==> src/rtl/expr_eval_pkg.sv <==
// Shared definitions for the expression evaluator: FSM state encoding,
// ASCII constants and the character classifier used by the control path.
package expr_eval_pkg;

    // One-hot control states.
    typedef enum logic [3:0] {
        ST_OPND = 4'b0001,  // expecting a digit
        ST_OPTR = 4'b0010,  // expecting an operator
        ST_ERR  = 4'b0100,  // draining a broken expression
        ST_DONE = 4'b1000   // holding the result for the consumer
    } state_e;

    localparam logic [7:0] ASCII_ZERO = 8'h30;
    localparam logic [7:0] ASCII_NINE = 8'h39;
    localparam logic [7:0] ASCII_PLUS = 8'h2B;
    localparam logic [7:0] ASCII_STAR = 8'h2A;

    typedef enum logic [1:0] {
        CC_DIGIT,
        CC_PLUS,
        CC_STAR,
        CC_ILLEGAL
    } char_class_e;

    // Map an ASCII code onto one of the four character classes.
    function automatic char_class_e classify(input logic [7:0] ch);
        char_class_e cls;
        if (ch >= ASCII_ZERO && ch <= ASCII_NINE) begin
            cls = CC_DIGIT;
        end else if (ch == ASCII_PLUS) begin
            cls = CC_PLUS;
        end else if (ch == ASCII_STAR) begin
            cls = CC_STAR;
        end else begin
            cls = CC_ILLEGAL;
        end
        return cls;
    endfunction

    // Numeric value of a digit character; only meaningful for CC_DIGIT.
    function automatic logic [3:0] digit_value(input logic [7:0] ch);
        logic [7:0] offset;
        offset = ch - ASCII_ZERO;
        return offset[3:0];
    endfunction

endpackage

==> src/rtl/expr_eval_acc.sv <==
// Arithmetic datapath: sum accumulator S, term accumulator T, the pending
// STAR flag, sticky overflow and the registered result value.
module expr_eval_acc
    import expr_eval_pkg::*;
#(
    parameter int W = 16
) (
    input  logic         clk,
    input  logic         clr,
    input  logic         clear_i,     // result consumed: start a fresh expression
    input  logic         digit_i,     // legal digit accepted
    input  logic         plus_i,      // PLUS accepted
    input  logic         star_i,      // STAR accepted
    input  logic         finish_i,    // legal final digit: latch S+T
    input  logic         abort_i,     // erroneous end: latch zero result
    input  logic [3:0]   digit_val_i,
    output logic [W-1:0] res_data_o,
    output logic         res_ovf_o
);

    logic [W-1:0] s_q, s_d;
    logic [W-1:0] t_q, t_d;
    logic         star_q, star_d;
    logic         ovf_q, ovf_d;
    logic [W-1:0] res_q, res_d;
    logic         rovf_q, rovf_d;

    logic [W+3:0] prod;
    logic [W-1:0] t_new;
    logic         t_carry;
    logic [W:0]   sum_plus;
    logic [W:0]   sum_end;

    // The product is kept W+4 bits wide so any carry out of W bits is visible.
    assign prod     = {4'b0000, t_q} * {{W{1'b0}}, digit_val_i};
    assign t_new    = star_q ? prod[W-1:0] : {{(W-4){1'b0}}, digit_val_i};
    assign t_carry  = star_q && (prod[W+3:W] != 4'b0000);
    assign sum_plus = {1'b0, s_q} + {1'b0, t_q};
    // The closing sum must use the term already updated by the final digit.
    assign sum_end  = {1'b0, s_q} + {1'b0, t_new};

    // Next-state computation for the accumulators and the result register.
    always_comb begin
        // NOTE: every signal gets a default first so no path leaves it unassigned (no latch).
        s_d    = s_q;
        t_d    = t_q;
        star_d = star_q;
        ovf_d  = ovf_q;
        res_d  = res_q;
        rovf_d = rovf_q;
        if (clear_i) begin
            s_d    = '0;
            t_d    = '0;
            star_d = 1'b0;
            ovf_d  = 1'b0;
            res_d  = '0;
            rovf_d = 1'b0;
        end else begin
            if (digit_i) begin
                t_d   = t_new;
                ovf_d = ovf_q | t_carry;
            end
            if (plus_i) begin
                s_d    = sum_plus[W-1:0];
                ovf_d  = ovf_q | sum_plus[W];
                star_d = 1'b0;
            end
            if (star_i) begin
                star_d = 1'b1;
            end
            if (finish_i) begin
                res_d  = sum_end[W-1:0];
                rovf_d = ovf_q | t_carry | sum_end[W];
            end
            if (abort_i) begin
                res_d  = '0;
                rovf_d = 1'b0;
            end
        end
    end

    // Accumulator and result registers with asynchronous clear.
    always_ff @(posedge clk or posedge clr) begin
        if (clr) begin
            // NOTE: non-blocking assignments so every register samples pre-edge values.
            s_q    <= '0;
            t_q    <= '0;
            star_q <= 1'b0;
            ovf_q  <= 1'b0;
            res_q  <= '0;
            rovf_q <= 1'b0;
        end else begin
            s_q    <= s_d;
            t_q    <= t_d;
            star_q <= star_d;
            ovf_q  <= ovf_d;
            res_q  <= res_d;
            rovf_q <= rovf_d;
        end
    end

    assign res_data_o = res_q;
    assign res_ovf_o  = rovf_q;

endmodule

==> src/rtl/expr_eval.sv <==
// Streaming ASCII expression evaluator: single-digit operands, '+' and '*'
// with the usual precedence. Control FSM, handshakes, error flag and beat
// counter live here; arithmetic lives in expr_eval_acc.
module expr_eval
    import expr_eval_pkg::*;
#(
    parameter int W = 16
) (
    input  logic         clk,
    input  logic         clr,
    input  logic         in_valid,
    input  logic [7:0]   in_data,
    input  logic         in_last,
    output logic         in_ready,
    output logic         res_valid,
    input  logic         res_ready,
    output logic [W-1:0] res_data,
    output logic         res_err,
    output logic         res_ovf,
    output logic [7:0]   res_len
);

    state_e      state_q, state_d;
    char_class_e cls;
    logic [3:0]  dval;
    logic        fire;

    logic        digit_en;
    logic        plus_en;
    logic        star_en;
    logic        finish_en;
    logic        abort_en;
    logic        clear_en;

    logic        err_q, err_d;
    logic [7:0]  len_q, len_d;

    assign cls       = classify(in_data);
    assign dval      = digit_value(in_data);
    assign in_ready  = (state_q != ST_DONE);
    assign res_valid = (state_q == ST_DONE);
    assign fire      = in_valid && in_ready;

    // Next-state and datapath strobes for the parser FSM.
    always_comb begin
        state_d   = state_q;
        digit_en  = 1'b0;
        plus_en   = 1'b0;
        star_en   = 1'b0;
        finish_en = 1'b0;
        abort_en  = 1'b0;
        clear_en  = 1'b0;
        case (state_q)
            ST_OPND: begin
                if (fire) begin
                    if (cls == CC_DIGIT) begin
                        state_d  = ST_OPTR;
                        digit_en = 1'b1;
                    end else begin
                        state_d = ST_ERR;
                    end
                end
            end
            ST_OPTR: begin
                if (fire) begin
                    if (cls == CC_PLUS) begin
                        state_d = ST_OPND;
                        plus_en = 1'b1;
                    end else if (cls == CC_STAR) begin
                        state_d = ST_OPND;
                        star_en = 1'b1;
                    end else begin
                        state_d = ST_ERR;
                    end
                end
            end
            ST_ERR: begin
                // Discard beats until the terminating one arrives.
            end
            ST_DONE: begin
                if (res_ready) begin
                    state_d  = ST_OPND;
                    clear_en = 1'b1;
                end
            end
            default: begin
                state_d = ST_OPND;
            end
        endcase
        // The last beat always ends the expression; only a digit arriving
        // while a digit is expected closes it cleanly.
        if (fire && in_last) begin
            state_d = ST_DONE;
            if (state_q == ST_OPND && cls == CC_DIGIT) begin
                finish_en = 1'b1;
            end else begin
                abort_en = 1'b1;
            end
        end
    end

    // Error flag and saturating beat counter for the current expression.
    always_comb begin
        err_d = err_q;
        len_d = len_q;
        if (clear_en) begin
            err_d = 1'b0;
            len_d = '0;
        end else begin
            if (fire && len_q != 8'hFF) begin
                len_d = len_q + 8'd1;
            end
            if (abort_en) begin
                err_d = 1'b1;
            end
        end
    end

    // Control registers with asynchronous clear.
    always_ff @(posedge clk or posedge clr) begin
        if (clr) begin
            state_q <= ST_OPND;
            err_q   <= 1'b0;
            len_q   <= '0;
        end else begin
            state_q <= state_d;
            err_q   <= err_d;
            len_q   <= len_d;
        end
    end

    expr_eval_acc #(
        .W (W)
    ) u_acc (
        .clk         (clk),
        .clr         (clr),
        .clear_i     (clear_en),
        .digit_i     (digit_en),
        .plus_i      (plus_en),
        .star_i      (star_en),
        .finish_i    (finish_en),
        .abort_i     (abort_en),
        .digit_val_i (dval),
        .res_data_o  (res_data),
        .res_ovf_o   (res_ovf)
    );

    assign res_err = err_q;
    assign res_len = len_q;

endmodule

==> config.mk <==
export PLATFORM = sky130hd
export DESIGN_NAME = expr_eval
export DESIGN_NICKNAME = d
export VERILOG_FILES = /design/src/rtl/expr_eval_pkg.sv /design/src/rtl/expr_eval_acc.sv /design/src/rtl/expr_eval.sv
export SDC_FILE = /design/constraint.sdc
export NUM_CORES = 1
export LEC_CHECK = 0
export BUFFER_PORTS_ARGS = -buffer_cell sky130_fd_sc_hd__buf_2
export CAP_MARGIN = 20
export CELL_PAD_IN_SITES_DETAIL_PLACEMENT = 1
export CELL_PAD_IN_SITES_GLOBAL_PLACEMENT = 2
export CORE_MARGIN = 2
export CORE_UTILIZATION = 42
export CTS_BUF_LIST = sky130_fd_sc_hd__clkbuf_16
export CTS_CLUSTER_SIZE = 16
export DETAILED_ROUTE_END_ITERATION = 8
export GPL_ROUTABILITY_DRIVEN = 0
export GPL_TIMING_DRIVEN = 1
export PLACE_DENSITY = 0.88
export SLEW_MARGIN = 25
export SYNTH_ARGS = -nofsm -noshare
export SYNTH_HDL_FRONTEND = slang
export SYNTH_HIERARCHICAL = 1
export SYNTH_SLANG_ARGS = --single-unit
==> constraint.sdc <==
create_clock -name clk -period 10.8 [get_ports clk]
set_clock_uncertainty 0.1 [all_clocks]
set_input_delay 0 -clock clk [delete_from_list [all_inputs] [get_ports clk]]
set_output_delay 0 -clock clk [all_outputs]
set_load 0.01 [all_outputs]
==> summary.txt <==
Cells and area
  • Share of post-route cells with drive strength above 1: 8.56%
  • End-of-flow core utilization: 48.2%
  • Antenna diode count: 0
  • Number of fill cells in the layout: 1,756
  • Nets: 868
  • Area grow syn2layout: 11.3%

Power and ir drop
  • P_leak: 3.48 nW
  • Flop pwr share: 40.5%
  • Share of power burned in combinational logic: 15.9%
  • Maximum VDD drop: 0.114 mV
  • Sw Ratio: 28.0%
  • Pint: 0.000499 W
  • Switch Pwr: 0.000194 W
  • Power density over the cells: 98.6 nW/um2
  • Clock network power share: 43.6%
  • Overall power: 0.000693 W

Synthesis
  • Cell count after synthesis: 730
  • Synth Net Count: 832
  • Post-synth top area cell: sky130_fd_sc_hd__dfrtp_1
  • Yosys Warn Count: 6
  • Asr flop ratio synth: 100%
  • Synth Flop Type: sky130_fd_sc_hd__dfrtp_1
  • Main area contributors after synthesis: sky130_fd_sc_hd__dfrtp_1 25%, sky130_fd_sc_hd__ha_1 12%, sky130_fd_sc_hd__fa_1 9.5%, sky130_fd_sc_hd__and2_1 5.9%, sky130_fd_sc_hd__mux2i_1 4.3%
  • Synthesized flop and latch total: 64
  • Synthesized cell area: 6320 um2
  • Mean Syn Cell Area: 8.65 um2
  • Share of the synthesized area in the top cell type: 25.0%
  • Sequential fraction of the synthesis area: 25.4%
  • Number of library cell types mapped by synthesis: 67
  • Library cell with the highest instance count after synthesis: sky130_fd_sc_hd__inv_1
  • Count of flip-flops with a built-in enable after synthesis: 0
  • Commonest cells post-synth: 69 x sky130_fd_sc_hd__inv_1, 63 x sky130_fd_sc_hd__dfrtp_1, 60 x sky130_fd_sc_hd__and2_1

Detailed routing
  • Routed length per placed instance: 17.4 um
  • Detailed-route vias per instance: 5.62
  • DRT Wirelength: 16,600 um
  • Remaining antenna violation count: 0
  • 1st-iter DRT viols: 179
  • First-pass DRT Iterations: 4
  • DRC viols: 0
  • Vias: 5,365

Clock tree
  • Number of buffers created by CTS: 9
  • Buffer depth of the longest clock path: 2
  • H-tree Lvls: 3
  • Clock tree root driver cell: sky130_fd_sc_hd__clkbuf_16
  • Clock latency on the worst-skew pair: 0.34 ns
  • Clock tree from TritonCTS: yes
  • TritonCTS sink count: 64
  • Clock-pin slew of the registers on the worst-case setup and hold paths: 0.06 ns

STA
  • Endpoints failing hold: 0
  • Fmax: 190 MHz
  • Final max-slew violation count: 0
  • Share of the clock period used by the worst path: 48.7%
  • Final count of negative-setup-slack endpoints: 0
  • Final total negative setup slack: 0 ns
  • Transition time of the tightest slew-check pin: 0.673 ns
  • Minimum clock period after layout: 5.26 ns
  • Unrepaired setup endpoints after global routing: false
  • Slew HR: 53.9%

Die
  • Count of standard-cell rows: 44
  • Floorplan Core Area: 14,600 um2
  • Die Outline Area: 16,000 um2
  • Height of the die: 127 um
  • Number of placed I/O pins: 41
  • DIE WIDTH: 127 um
  • Effective utilization at floorplan: 43.3%

Place
  • IO Port Bufs: 40
  • Final HPWL DP: 13,000 um

Critical path
  • Crit. End Element: register
  • CP required: 10.92 ns
  • CP Launch Type: register
  • CP max-delay cell: sky130_fd_sc_hd__fa_1
  • Critical path type: reg2reg
  • Maximum fanout along the worst path: 7
  • CP peak stage delay: 0.63 ns
  • Worst path arrival time: 5.38 ns
  • Crit path cell chain: nand2_1 -> fa_1 -> fa_1 -> inv_1 -> ha_1 -> a211oi_1 -> o21bai_1 -> a21oi_1 -> xnor2_1 -> and2_1 -> ha_1 -> or3_1 -> o21a_1 -> a211o_1 -> o211a_1 -> or3_1 -> a32o_1

Status
  • Run status: complete, no violations

Global route
  • Via count of the first global-routing pass: 5,855
  • Wire length of the first global-routing pass: 28,600 um
  • Remaining global-route overflow: 0
  • Global router's overall resource usage: 21.9%
  • Initial antenna violation count: 0
  • Largest net degree at the start of global routing: 52

Job
  • Number of max-cap violations: 0

Hold path
  • Min-Delay Path Class: in2reg
layout by cell type (no fill, tap or decap), types with 6 or more instances in the layout:
cell type and count:
sky130_fd_sc_hd__and3_1 8, sky130_fd_sc_hd__nand2_1 57, sky130_fd_sc_hd__dfrtp_1 63, sky130_fd_sc_hd__fa_1 30, sky130_fd_sc_hd__inv_1 70, sky130_fd_sc_hd__xor2_1 16
sky130_fd_sc_hd__o21a_1 9, sky130_fd_sc_hd__o21bai_1 6, sky130_fd_sc_hd__clkbuf_16 9, sky130_fd_sc_hd__o21ai_1 13, sky130_fd_sc_hd__and2_1 60, sky130_fd_sc_hd__a31oi_1 6
sky130_fd_sc_hd__nand3_1 15, sky130_fd_sc_hd__o21ai_0 27, sky130_fd_sc_hd__nor3_1 12, sky130_fd_sc_hd__a211oi_1 11, sky130_fd_sc_hd__nand2b_1 14, sky130_fd_sc_hd__a21o_1 13
sky130_fd_sc_hd__mux2i_1 27, sky130_fd_sc_hd__buf_2 40, sky130_fd_sc_hd__a21oi_1 38, sky130_fd_sc_hd__nor2_1 57, sky130_fd_sc_hd__ha_1 59, sky130_fd_sc_hd__xnor2_1 16
registers in the layout, summed over array words and instances, names as in the netlist:
name,count
u_acc/s_q,16
u_acc/res_data_o,16
u_acc/res_ovf_o,1
u_acc/ovf_q,1
u_acc/star_q,1
res_len,8
state_q,4
u_acc/t_q,16
res_err,1
through the flow:
step	setup slack, ns	area [um2]	std cells	hold WS [ns]
2_1_floorplan	5.94	6320	730	-0.224
3_3_place_gp	5.69	6690	936	-0.0309
3_5_place_dp	5.55	6690	936	-0.0130
4_1_cts	5.53	7030	955	0.0330
5_1_grt	5.20	7030	955	0.0574
6_report	5.54	7030	955	0.0360
repair_timing:
item | 4_1_cts | 5_1_grt
endpoints found under the hold margin | 65 | 0
resized for setup | 0 | 0
hold buffers | 3 | 0
setup endpoints to repair | 0 | 0
buffers inserted | 0 | 0
layout make-up:
class                      count  area (um2)  area share, %
multi-input combinational    575        4370           62.2
sequential                    64        1600           22.8
inverter                      69         262           3.72
timing repair buffer          47         260           3.70
tap                          184         230           3.27
clock buffer                   9         225           3.20
clock inverter                 7        78.8           1.12
metal layers:
metal	global-route usage [%]	vias to the layer above	part of all wire [%]
met2	40.4	65	52
met3	4.01	23	2.7
met1	26.0	2675	43
met5	0	-	0
li1	-	2602	-
met4	5.88	0	1.7
power by group through the flow:
stage | Combinational [W] | Clock, W | Sequential, W
3_5_place_dp | 0.000110 | 0 | 0.000284
2_1_floorplan | 0.0000687 | 0 | 0.000285
3_3_place_gp | 0.000104 | 0 | 0.000283
4_1_cts | 0.000112 | 0.000308 | 0.000281
6_report | 0.000110 | 0.000302 | 0.000281
5_1_grt | 0.000126 | 0.000318 | 0.000284
critical path: cells and delay by family, from the launching register on:
kind                       cells  cell delay, ns
AOI/OAI and AO/OA              7            1.79
xor gates and xnor gates       1            0.08
adders and majority gates      4            1.64
buffers and inverters          1            0.06
DFF                            1            0.47
and+or+nand+nor                4            1.01
cells by family after synthesis:
| logic type | count (synthesis) | synth area share, % |
|---|---|---|
| AOI/OAI and AO/OA | 163 | 16.9 |
| DFF | 64 | 25.4 |
| and+or+nand+nor | 261 | 21.5 |
| muxes | 29 | 4.81 |
| adders and majority gates | 90 | 21.4 |
| buffers and inverters | 91 | 5.64 |
| xor gates and xnor gates | 32 | 4.44 |
worst paths after layout:
path	endpoint	from	slack (ns)	cells past startpoint
worst max-delay path	u_acc/res_data_o[12]$_DFFE_PP0P_	u_acc/t_q[1]$_DFFE_PP0P_	5.54	17
worst min-delay path	res_len[2]$_DFFE_PP0P_	in_valid	0.04	3
worst max register to register	u_acc/res_data_o[12]$_DFFE_PP0P_	u_acc/t_q[1]$_DFFE_PP0P_	5.54	17
worst min register to register	u_acc/res_data_o[1]$_DFFE_PP0P_	u_acc/res_data_o[1]$_DFFE_PP0P_	0.37	2
max in group asynchronous	u_acc/t_q[15]$_DFFE_PP0P_	clr	9.93	3
min in group asynchronous	res_len[2]$_DFFE_PP0P_	clr	0.17	3
Power figures use the tool's default switching activity.
